## src/rtl/multiplier_shift_add_if.sv

```systemverilog
// Start/ready/done bus for the shift-add multiplier.
// Carries operands, dividend reference, handshake and result/match outputs.
interface multiplier_shift_add_if #(
    parameter int WIDTH = 8
);
    logic               start;
    logic [WIDTH-1:0]   quotient_in;
    logic [WIDTH-1:0]   divisor_in;
    logic [WIDTH-1:0]   remainder_in;
    logic [2*WIDTH-1:0] dividend_ref;
    logic               ready;
    logic               done;
    logic [2*WIDTH-1:0] product;
    logic               match;

    modport master (
        output start, quotient_in, divisor_in, remainder_in, dividend_ref,
        input  ready, done, product, match
    );

    modport slave (
        input  start, quotient_in, divisor_in, remainder_in, dividend_ref,
        output ready, done, product, match
    );
endinterface

```

## src/rtl/multiplier_shift_add.sv

```systemverilog
// Sequential shift-add multiplier: product = A*B + R, one partial product per clock.
// Ports: clk, rst_n (sync, active-low), bus (slave: start/operands in, ready/done/product/match out).
module multiplier_shift_add #(
    parameter int WIDTH = 8
) (
    input  logic                   clk,
    input  logic                   rst_n,
    multiplier_shift_add_if.slave  bus
);
    localparam int CW = (WIDTH > 1) ? $clog2(WIDTH) : 1;

    typedef enum logic [1:0] {
        IDLE = 2'd0,
        BUSY = 2'd1,
        DONE = 2'd2
    } state_t;

    state_t             state;
    state_t             state_n;
    logic [WIDTH-1:0]   a_reg;
    logic [WIDTH-1:0]   b_reg;
    logic [2*WIDTH-1:0] ref_reg;
    logic [2*WIDTH-1:0] acc;
    logic [CW-1:0]      count;
    logic [2*WIDTH-1:0] product;
    logic               match;

    logic               last;
    logic [2*WIDTH-1:0] addend;
    logic [2*WIDTH-1:0] acc_next;

    assign last     = (count == CW'(WIDTH - 1));
    // Partial product for the multiplier bit scanned this cycle.
    assign addend   = b_reg[count] ? ({{WIDTH{1'b0}}, a_reg} << count) : '0;
    // A*B + R <= 2^(2W) - 2^W, so a 2W-bit sum never overflows.
    assign acc_next = acc + addend;

    always_ff @(posedge clk) begin
        if (!rst_n) begin
            state <= IDLE;
        end else begin
            state <= state_n;
        end
    end

    always_comb begin
        state_n = state;
        unique case (state)
            IDLE:    if (bus.start) state_n = BUSY;
            BUSY:    if (last) state_n = DONE;
            DONE:    state_n = IDLE;
            default: state_n = IDLE;
        endcase
    end

    always_ff @(posedge clk) begin
        if (!rst_n) begin
            a_reg   <= '0;
            b_reg   <= '0;
            ref_reg <= '0;
            acc     <= '0;
            count   <= '0;
            product <= '0;
            match   <= 1'b0;
        end else begin
            unique case (state)
                IDLE: begin
                    if (bus.start) begin
                        a_reg   <= bus.quotient_in;
                        b_reg   <= bus.divisor_in;
                        ref_reg <= bus.dividend_ref;
                        acc     <= {{WIDTH{1'b0}}, bus.remainder_in};
                        count   <= '0;
                    end
                end
                BUSY: begin
                    acc <= acc_next;
                    // Counter holds on the last iteration; only acceptance reloads it.
                    if (last) begin
                        product <= acc_next;
                        match   <= (acc_next == ref_reg);
                    end else begin
                        count <= count + 1'b1;
                    end
                end
                default: ;
            endcase
        end
    end

    assign bus.ready   = (state == IDLE);
    assign bus.done    = (state == DONE);
    assign bus.product = product;
    assign bus.match   = match;
endmodule

```

## src/flat_wrapper.sv

```systemverilog
// flat-port wrapper written by rule: the top's interface ports become plain ports
module multiplier_shift_add_flat 
#(
    parameter int WIDTH = 8
)
  (clk, rst_n, bus_start, bus_quotient_in, bus_divisor_in, bus_remainder_in, bus_dividend_ref, bus_ready, bus_done, bus_product, bus_match);
  multiplier_shift_add_if #(.WIDTH(WIDTH)) bus_i ();
  input  logic clk;
  input  logic rst_n;
  input wire logic [$bits(bus_i.start)-1:0] bus_start;
  input wire logic [$bits(bus_i.quotient_in)-1:0] bus_quotient_in;
  input wire logic [$bits(bus_i.divisor_in)-1:0] bus_divisor_in;
  input wire logic [$bits(bus_i.remainder_in)-1:0] bus_remainder_in;
  input wire logic [$bits(bus_i.dividend_ref)-1:0] bus_dividend_ref;
  output wire logic [$bits(bus_i.ready)-1:0] bus_ready;
  output wire logic [$bits(bus_i.done)-1:0] bus_done;
  output wire logic [$bits(bus_i.product)-1:0] bus_product;
  output wire logic [$bits(bus_i.match)-1:0] bus_match;
  assign bus_i.start = bus_start;
  assign bus_i.quotient_in = bus_quotient_in;
  assign bus_i.divisor_in = bus_divisor_in;
  assign bus_i.remainder_in = bus_remainder_in;
  assign bus_i.dividend_ref = bus_dividend_ref;
  assign bus_ready = bus_i.ready;
  assign bus_done = bus_i.done;
  assign bus_product = bus_i.product;
  assign bus_match = bus_i.match;
  multiplier_shift_add #(.WIDTH(WIDTH)) u_core (.clk(clk), .rst_n(rst_n), .bus(bus_i));
endmodule
```

## config.mk

```make
export PLATFORM = sky130hd
export DESIGN_NAME = multiplier_shift_add_flat
export DESIGN_NICKNAME = d
export VERILOG_FILES = /design/src/rtl/multiplier_shift_add_if.sv /design/src/rtl/multiplier_shift_add.sv /design/src/flat_wrapper.sv
export SDC_FILE = /design/constraint.sdc
export NUM_CORES = 1
export LEC_CHECK = 0
export CORE_ASPECT_RATIO = 0.6
export CORE_UTILIZATION = 30
export DETAILED_ROUTE_END_ITERATION = 12
export SLEW_MARGIN = 15
export SYNTH_ARGS = -nofsm -noshare
export SYNTH_HDL_FRONTEND = slang
export SYNTH_SLANG_ARGS = --single-unit
export TNS_END_PERCENT = 100
```

## constraint.sdc

```tcl
create_clock -name clk -period 7.6 [get_ports clk]
set_input_delay 0.76 -clock clk [delete_from_list [all_inputs] [get_ports clk]]
set_output_delay 0.76 -clock clk [all_outputs]
set_load 0.01 [all_outputs]
```

Word-level counts from Yosys, hierarchy flattened

Cells that the tools add are included.

Bits in registers: 70
Output and inout bits: 19
Word-level logic and storage cells: 37

$add $sub $neg: 2
Magnitude comparators: 1
Equality and inequality tests: 7
Shifts and indexed selects: 1
Muxes and demuxes: 11
Reduce and logical (&&, ||, !) cells: 7

Operators by type and width:

| cell                  | number |
|---|---|
| $mux W16              | 2 |
| $pmux W16 S2          | 1 |
| $add A16 B16 Y16      | 1 |
| $eq A16 B16 Y1        | 1 |
| $shl A8 B3 Y16        | 1 |
| $reduce_and A2 Y1     | 4 |
| $mux W3               | 2 |
| $pmux W3 S2           | 1 |
| $lt A3 B4 Y1 const B  | 1 |
| $mux W2               | 2 |
| $ne A2 B2 Y1 const B  | 2 |
| $pmux W2 S2           | 1 |
| $add A3 B1 Y3 const B | 1 |
| $bmux W1 S3           | 1 |
| $eq A3 B3 Y1 const B  | 1 |
| $reduce_and A3 Y1     | 1 |
| $eq A2 B1 Y1 const B  | 1 |
| $eq A2 B2 Y1 const B  | 1 |
| $logic_not A2 Y1      | 1 |
| $ne A2 B1 Y1 const B  | 1 |
| $reduce_bool A2 Y1    | 1 |
| $mux W1               | 1 |

Logic depth before layout (Yosys ltp)

Gate-level depths: netlist of run 1.

Word-level depth: 5
Gate-level depth with buffers: 17
Mapped depth without buffers: 15

Least setup slack after synthesis of run 1

No wires, ideal clock.

Kind: register to register
From: register u_core.count[0]
To: register u_core.match (netlist: u_core.bus.match)
Setup time: 59 ps
Arrival time: 3571 ps
Required time: 7541 ps
Path slack: 3970 ps
Cell stages (with the launch flop): 17
Buffers on the path: 3
Period minus slack after synthesis: 3630 ps
Cell sequence: dfxtp_1 -> clkbuf_1 -> mux4_2 -> nand2b_1 -> and2_1 -> clkbuf_1 -> a211oi_1 -> ha_1 -> buf_4 -> a21oi_4 -> o211ai_2 -> a41oi_2 -> xnor3_1 -> nand4b_4 -> a2111oi_4 -> nand4_1 -> nand2_1

Word-level cells in the longest chain between the ends: 5
Elaborated cells between the ends (all ways): 8

RTL lines:

| what                          | line                       | text |
|---|---|---|
| start: declaration            | multiplier_shift_add.sv:24 | `logic [CW-1:0] count;` |
| start signal: assignment      | multiplier_shift_add.sv:83 | `count <= count + 1'b1;` |
| $bmux W1 S3                   | multiplier_shift_add.sv:34 | `assign addend = b_reg[count] ? ({{WIDTH{1'b0}}, a_reg} << count) : '0;` |
| $mux W1 (implied by the code) | multiplier_shift_add.sv:34 |  |
| $mux W16                      | multiplier_shift_add.sv:34 |  |
| $add A16 B16 Y16              | multiplier_shift_add.sv:36 | `assign acc_next = acc + addend;` |
| $eq A16 B16 Y1                | multiplier_shift_add.sv:81 | `match <= (acc_next == ref_reg);` |
| end signal: assignment        | multiplier_shift_add.sv:81 |  |
| end: declaration              | multiplier_shift_add.sv:26 | `logic match;` |

Several ways; a longest one is shown, not always the timed one. The select of a mux whose other input is x is not followed.
A chain may end at the register's enable or synchronous reset.

Worst setup path in the final report of run 1

Ends and elaborated chain as after synthesis.

==> results of run 1 <==
cells by family (layout without fill, tap and decap cells):
group           after synthesis  count (layout)  synth area share, %
compound gates              163             163                 25.3
mux                          13              13                 3.49
fa+ha+maj                    18              18                 5.07
buf+inv                      52              92                 4.44
simple gates                257             257                 26.6
flops                        70              70                 30.5
xor+xnor                     22              22                 4.50
power groups by stage:
stage | clock network, mW | logic (mW) | registers [mW]
after floorplan | 0 | 0.0920 | 0.397
after global placement | 0 | 0.135 | 0.407
after detailed placement | 0 | 0.137 | 0.408
after CTS | 0.406 | 0.138 | 0.399
after global routing | 0.421 | 0.153 | 0.402
final | 0.393 | 0.138 | 0.400
path summary, 6_finish.rpt:
kind / to / startpoint / slack, ps
worst max-delay path: u_core.bus.match$_SDFFE_PN0P_ / u_core.count[0]$_SDFFE_PN0P_ / 3120
worst min-delay path: u_core.b_reg[5]$_SDFFE_PN0P_ / u_core.b_reg[5]$_SDFFE_PN0P_ / 470
worst max register to register: u_core.bus.match$_SDFFE_PN0P_ / u_core.count[0]$_SDFFE_PN0P_ / 3120
worst min register to register: u_core.b_reg[5]$_SDFFE_PN0P_ / u_core.b_reg[5]$_SDFFE_PN0P_ / 470
critical path: cells and delay by family, from the launching register on:
kind	cells	cell delay [ps]
compound gates	3	1040
mux	1	590
flops	1	750
fa+ha+maj	1	570
simple gates	8	1460
cell usage in the layout, fill, tap and decap left out, drive strengths merged, types with 5 or more instances in the layout:
cell | Yosys | layout
nand2 | 111 | 111
dfxtp | 70 | 70
clkdlybuf4s50 | 0 | 60
nor2 | 53 | 53
a21boi | 44 | 44
o21ai | 35 | 35
a21oi | 29 | 29
and2 | 21 | 21
ha | 17 | 17
xnor2 | 16 | 16
nor2b | 13 | 13
nand3 | 13 | 13
inv | 11 | 12
a22oi | 10 | 10
clkbuf | 33 | 10
nand2b | 9 | 9
mux2i | 7 | 7
nor3 | 7 | 7
and3 | 6 | 6
o211ai | 6 | 6
o21a | 5 | 5
xor2 | 5 | 5
buf | 8 | 5
routing by layer:
metal	wire (um)	GRT usage (%)	part of all wire [%]
met3	934	5.14	6.6
met4	130	4.64	0.93
met2	5290	25.2	38
met1	7690	28.8	55
met5	0	0	0
through the flow:
stage | utilization, % | total power, mW
floorplan | - | 0.489
global placement | 36.1 | 0.542
detailed placement | 36.1 | 0.544
CTS | 38.0 | 0.943
global route | 38.0 | 0.976
finish | 38.0 | 0.931
final cells by class:
type / instances / area (um2) / share of cell area [%]
tap: 198 / 248 / 4.43
inverter: 11 / 41.3 / 0.739
sequential: 70 / 1400 / 25.1
multi-input combinational: 473 / 2990 / 53.4
timing repair buffer: 65 / 636 / 11.4
clock inverter: 6 / 47.5 / 0.851
clock buffer: 10 / 229 / 4.10
==> results.yml, run 1 <==
timing:
  hold_slack_ps: 468
  hold_viol_final: 0
  period_share_pct: 59.0
  rsz0062_at_grt: "false"
  final.setup_skew_ps: 11.6
  fmaxAchievable_mhz: 223
  relSlewSlack_pct: 34.5
  final-setup-viol-count: 0
  finalWorstSetupSlack_ps: 3120
  drv_slew: 0
  tns_ps: 0
  worstMarginPinSlew_ps: 979
  layout_min_cycle_time_ps: 4480
finish:
  drive_above_1_share_pct: 5.83
  fin_nets: 691
  fin_area_mm2: 0.00559
  syn_to_final_growth_pct: 21.7
  n_fill_cell: 1577
  diodes: 0
  final_cells: 833
yosys:
  async_flop_share_pct: 0
  synth-main-ff-cell: "dfxtp_1"
  yosysTopAreaCell: "dfxtp_1"
  synth_seq_cells: 70
  syn_area_per_cell_um2: 7.72
  yosys.cell_types.count: 64
  yosysSeqAreaShare_pct: 30.5
  yosysMostFrequentCell: "nand2_1"
  synth.area.top_cells: "dfxtp_1 (31%), nand2_1 (9.1%), a21boi_0 (7.2%), ha_1 (4.6%), nor2_1 (4.3%)"
  synth_edf_count: 0
  synth_top_cell_area_share_pct: 30.5
  syn_nets: 656
  ys_warn_count: 0
  yosys-top-cells-count: "nand2_1 (111), dfxtp_1 (70), nor2_1 (53)"
  synthCells: 595
  netlist_area_mm2: 0.00459
placement:
  dp.cells: 817
  gp_congestion: 0.945
  place_hpwl_mm: 10.6
  dp_slack_ps: 3250
  dpl-instance-area_mm2: 0.00531
  portBuffers: 61
clock_tree:
  tritoncts: "done"
  post_cts_buffers: 0
  cts_root_buf: "clkbuf_16"
  ctsHoldBuffers: 0
  clk_latency_ps: 340
  htreeDepth: 3
  clock_path_buffers: 2
  cts.repair.resized: 0
  cts_buffers: 9
  clk_pin_slew_worst_paths_ps: 60
  cts.sinks: 70
worst_setup_path:
  crit_fanout: 19
  start_kind: "register"
  critical_path_class: "register to register"
  path_cells: "mux4_2 > nand2b_1 > and2_1 > nor2_1 > ha_1 > nor2_1 > nor3_2 > o21ai_0 > a211oi_2 > nand3b_1 > a221oi_2 > nand4_1 > nand2_1"
  endpoint_kind: "register"
  cp_slowest_cell: "dfxtp_1"
  ff2ff_path_depth: 13
  path_common_cell: "nor2_1"
  cp.arrival_ps: 4760
  max_stage_delay_ps: 750
  required_ps: 7880
outcome:
  status: "completed"
drt:
  drt_iter0_drc: 286
  drcViolationCount: 0
  wl_mm: 14.1
  vias_per_cell: 5.17
  wl_per_cell_um: 16.9
  vias: 4309
  firstDrtPassIters: 5
  drtAntennaViolNets: 0
floorplan:
  core_mm2: 0.0147
  io_pins: 62
  fp.dieH_um: 97.8
  start_util_pct: 31.2
  die_w_um: 162
  num_rows: 34
  die_area_mm2: 0.0158
global_routing:
  grt_pass1_wl_mm: 22.9
  grt_usage_pct: 18.8
  grt_pass1_vias: 4198
  antenna_found_initial: 0
  grt_max_degree: 71
  grt-ovfl-total: 0
pwr:
  powerDensity_mw_per_mm2: 167
  p_leak_nw: 2.04
  switchingPower_mw: 0.262
  comb_power_share_pct: 14.8
  switching_share_pct: 28.1
  seqPwrFrac_pct: 43.0
  power.internal_mw: 0.669
  ir_worst_vdd_mv: 0.0772
  clkPwrFrac_pct: 42.2
run:
  maxCapViolCount: 0
min_path:
  worstHoldPathType: "register to register"
  min_path_cells: 2
No activity file was read; power rests on OpenSTA's default activity.
==> inputs of run 2 (changes only) <==
Clock period 7.6 ns to 4.37 ns, I/O delays scaled along.
==> run 2 against run 1 <==
  * Global-route usage decreased by 0.39 points
  * Largest cell class unchanged
  * Largest power group is now the clock network
  * Clock power increased by 90%
  * Worst hold slack got worse by 61 ps
==> results.yml, run 2 (synthesis results as in run 1) <==
drt:
  drt_iter0_drc: 270
  wl_mm: 14.1
  m1WireLength_mm: 7.70
  vias: 4340
  firstDrtPassIters: 5
  wl_per_cell_um: 16.8
  met2_length_mm: 5.29
  route.met3.wl_um: 958
  vias_per_cell: 5.14
  drcViolationCount: 0
  drtAntennaViolNets: 0
  highest_layer: "met4"
timing:
  hold_slack_ps: 407
  worstMarginPinSlew_ps: 1090
  tns_ps: 0
  hold_viol_final: 0
  layout_min_cycle_time_ps: 4020
  drv_slew: 0
  period_share_pct: 92.0
  final.setup_skew_ps: 9.25
  final-setup-viol-count: 0
  rsz0062_at_grt: "false"
  fmaxAchievable_mhz: 249
  relSlewSlack_pct: 26.7
finish:
  drive_above_1_share_pct: 7.44
  mostFrequentLayoutCell: "nand2_1"
  mostFrequentLayoutCells: "nand2_1 (111), dfxtp_1 (70), clkdlybuf4s50_1 (60)"
  fin_nets: 702
  syn_to_final_growth_pct: 24.0
  fin_area_mm2: 0.00569
global_routing:
  grt-ovfl-total: 0
  grt_pass1_vias: 4027
  grt_usage_pct: 18.4
  antenna_found_initial: 0
  grt_pass1_wl_mm: 22.2
  grt_max_degree: 70
worst_setup_path:
  r2r_slack_ps: 350
  rr_endpoint: "u_core.bus.match$_SDFFE_PN0P_"
  endpoint_kind: "register"
  critical_path_class: "register to register"
  required_ps: 4660
  cp.arrival_ps: 4310
  start_kind: "register"
  endpoint: "u_core.bus.match$_SDFFE_PN0P_"
  cp-startpoint: "u_core.count[0]$_SDFFE_PN0P_"
  r2r-start: "u_core.count[0]$_SDFFE_PN0P_"
  ff2ff_path_depth: 13
  crit_fanout: 8
floorplan:
  core_mm2: 0.0147
  die_w_um: 162
  fp.dieH_um: 97.8
  io_pins: 62
  die_area_mm2: 0.0158
  num_rows: 34
  start_util_pct: 31.2
clock_tree:
  cts.repair.resized: 0
  tritoncts: "done"
  htreeDepth: 3
  post_cts_buffers: 0
  clk_pin_slew_worst_paths_ps: 60
  clock_path_buffers: 2
  cts_root_buf: "clkbuf_16"
  cts_buffers: 9
  ctsHoldBuffers: 0
  cts.sinks: 70
  clk_latency_ps: 350
placement:
  place_hpwl_mm: 10.6
  dpl-instance-area_mm2: 0.00539
  gp_congestion: 0.911
  portBuffers: 61
pwr:
  powerDensity_mw_per_mm2: 297
  p_leak_nw: 2.10
  p_total_mw: 1.69
  ir_worst_vdd_mv: 0.146
min_path:
  worstHoldPathType: "input port to register"
run:
  maxCapViolCount: 0
outcome:
  status: "completed"
-- run 2: area by class of cell --
type	count	area, um2
Fill cell	1525	9030
Multi-Input combinational cell	473	2990
Sequential cell	70	1400
Timing Repair Buffer	76	718
Tap cell	198	248
Clock buffer	9	225
Clock inverter	6	71.3
Inverter	11	41.3
Antenna cell	1	2.50
-- run 2: per-stage QoR --
stage	util, %	std cells	setup WS [ps]
final	38.7	844	347
after floorplan	-	595	740
after global routing	38.7	843	7.37
after global placement	36.6	828	570
after CTS	38.7	843	398
after detailed placement	36.6	828	415
-- run 2: worst max-delay path: stages (launching register included) --
cell	delay, ps
dfxtp_1	490
mux4_2	550
nand2b_1	170
and2_1	290
nor2_1	90
ha_1	470
nand2_1	220
nor3_2	360
o21ai_0	230
a211oi_2	460
nand3b_1	160
a221oi_2	270
nand4_1	120
nand2_1	80
-- run 2: worst min-delay path by stage --
stage | from | endpoint | slack [ps] | cells after the start
2_1_floorplan | u_core.b_reg[2]$_SDFFE_PN0P_ | u_core.b_reg[2]$_SDFFE_PN0P_ | 440 | 2
3_3_place_gp | u_core.bus.product[5]$_SDFFE_PN0P_ | u_core.bus.product[5]$_SDFFE_PN0P_ | 460 | 2
3_5_place_dp | u_core.bus.product[12]$_SDFFE_PN0P_ | u_core.bus.product[12]$_SDFFE_PN0P_ | 460 | 2
4_1_cts | rst_n | u_core.state[1]$_SDFFE_PN0P_ | 400 | 3
5_1_grt | rst_n | u_core.state[1]$_SDFFE_PN0P_ | 440 | 3
6_report | rst_n | u_core.state[1]$_SDFFE_PN0P_ | 410 | 3
-- run 2: report_power, final --
part	switching [mW]	internal, mW	total [mW]
Combinational	0.137	0.116	0.253
Clock	0.304	0.442	0.747
Sequential	0.0271	0.664	0.691
Total	0.468	1.22	1.69
-- run 2: layer usage --
metal | global-route usage (%) | vias up
met1 | 28.6 | 2025
met5 | 0 | -
li1 | - | 2172
met2 | 23.9 | 126
met3 | 5.01 | 17
met4 | 4.86 | 0
==> inputs of run 3 (changes only) <==
Settings changed: CORE_MARGIN from default to 1.5, GPL_TIMING_DRIVEN from default to 1.
==> run 3 against run 2 <==
  * Count of clock-buffer cells in the layout is the same
  * Routed wire length shrank 0.35%
  * Worst hold slack gained 22 ps
  * Die area grew 1.6%
  * Total power shrank 2.8%
  * Critical path type unchanged
  * Largest cell class unchanged
  * Global-route usage shrank 0.37 points
  * Non-clock buffer count is the same
==> results.yml, run 3 (synthesis results as in run 1) <==
outcome:
  status: "completed"
drt:
  vias_per_cell: 5.22
  firstDrtPassIters: 5
  met2_length_mm: 5.21
  wl_per_cell_um: 16.7
  drtAntennaViolNets: 0
  drcViolationCount: 0
  highest_layer: "met4"
  drt_iter0_drc: 320
  route.met3.wl_mm: 1.04
  wl_mm: 14.1
  vias: 4401
  m1WireLength_mm: 7.71
worst_setup_path:
  cp_num_buf_inv: 1
  cp_top_family: "simple AND/OR/NAND/NOR gates"
  path_common_cell: "nand2_1"
  required_ps: 4670
  cp.arrival_ps: 4270
  r2r-start: "u_core.count[0]$_SDFFE_PN0P_"
  cp_slowest_cell: "mux4_2"
  cp-startpoint: "u_core.count[0]$_SDFFE_PN0P_"
  crit_fanout: 7
  endpoint_kind: "register"
  path_cells: "mux4_2 > nand2b_1 > and2_1 > a211oi_1 > ha_1 > buf_4 > nand2_1 > nor3_2 > o21ai_0 > a211oi_2 > nand3b_1 > a221oi_2 > nand4_1 > nand2_1"
  start_kind: "register"
  critical_path_class: "register to register"
  max_stage_delay_ps: 540
placement:
  portBuffers: 61
  dp_slack_ps: 472
  dpl-instance-area_mm2: 0.00539
  place_hpwl_mm: 10.6
  gp_congestion: 0.906
finish:
  diodes: 0
  fin_area_mm2: 0.00567
  drive_above_1_share_pct: 7.44
  syn_to_final_growth_pct: 23.4
  fin_nets: 702
  mostFrequentLayoutCell: "nand2_1"
  mostFrequentLayoutCells: "nand2_1 (111), dfxtp_1 (70), clkdlybuf4s50_1 (60)"
timing:
  fmaxAchievable_mhz: 252
  layout_min_cycle_time_ps: 3970
  final-setup-viol-count: 0
  period_share_pct: 90.9
  rsz0062_at_grt: "false"
  tns_ps: 0
  relSlewSlack_pct: 28.3
  drv_slew: 0
  worstMarginPinSlew_ps: 1070
  finalWorstSetupSlack_ps: 399
  final.setup_skew_ps: 13.1
  hold_viol_final: 0
clock_tree:
  post_cts_buffers: 0
  htreeDepth: 3
  clk_pin_slew_worst_paths_ps: 70
  tritoncts: "done"
  cts_buffers: 9
  cts_root_buf: "clkbuf_16"
  cts.sinks: 70
  ctsHoldBuffers: 0
  clk_latency_ps: 350
  cts.repair.resized: 0
  clock_path_buffers: 2
floorplan:
  io_pins: 62
  num_rows: 34
  die_w_um: 163
  start_util_pct: 31.2
  fp.dieH_um: 98.8
  die_area_mm2: 0.0161
  core_mm2: 0.0147
global_routing:
  grt_usage_pct: 18.0
  grt-ovfl-total: 0
  grt_pass1_vias: 4005
  grt_pass1_wl_mm: 22.1
  antenna_found_initial: 0
  grt_max_degree: 70
pwr:
  ir_worst_vdd_mv: 0.139
  p_leak_nw: 2.08
  powerDensity_mw_per_mm2: 290
min_path:
  worstHoldPathType: "input port to register"
  min_from: "rst_n"
run:
  maxCapViolCount: 0
run 3: layer usage:
layer	GRT usage, %	vias up
met2	23.2	152
met1	29.1	2068
li1	-	2166
met3	4.17	15
met5	0	-
met4	4.09	0
run 3: cell type report:
class / instances / area (um2)
well taps: 198 / 248
repair buffers: 76 / 718
fillers: 1532 / 9050
flip-flops and latches: 70 / 1400
clock buffers: 9 / 225
clock inverters: 6 / 47.5
multi-input cells: 473 / 2990
inverters: 11 / 41.3
run 3: worst min-delay path, stage by stage:
cell and delay [ps]:
buf_2 110, nand2_1 80, inv_1 100
run 3: stage by stage:
| step | std cells | power, mW | hold WS, ps | util [%] |
|---|---|---|---|---|
| after floorplan | 595 | 0.851 | 440 | - |
| after global placement | 828 | 0.950 | 451 | 36.6 |
| after detailed placement | 828 | 0.956 | 459 | 36.6 |
| after CTS | 843 | 1.66 | 397 | 38.5 |
| after global routing | 843 | 1.71 | 470 | 38.5 |
| final | 843 | 1.64 | 429 | 38.5 |
run 3: final timing paths:
kind / to / slack (ps) / cells past startpoint
worst max-delay path: u_core.bus.match$_SDFFE_PN0P_ / 400 / 14
worst max register to register: u_core.bus.match$_SDFFE_PN0P_ / 400 / 14
worst min-delay path: u_core.state[1]$_SDFFE_PN0P_ / 430 / 3
worst min register to register: u_core.bus.match$_SDFFE_PN0P_ / 460 / 2
run 3: report_power, final:
part | internal, mW | switching [mW]
Sequential | 0.664 | 0.0264
Clock | 0.385 | 0.314
Combinational | 0.116 | 0.138
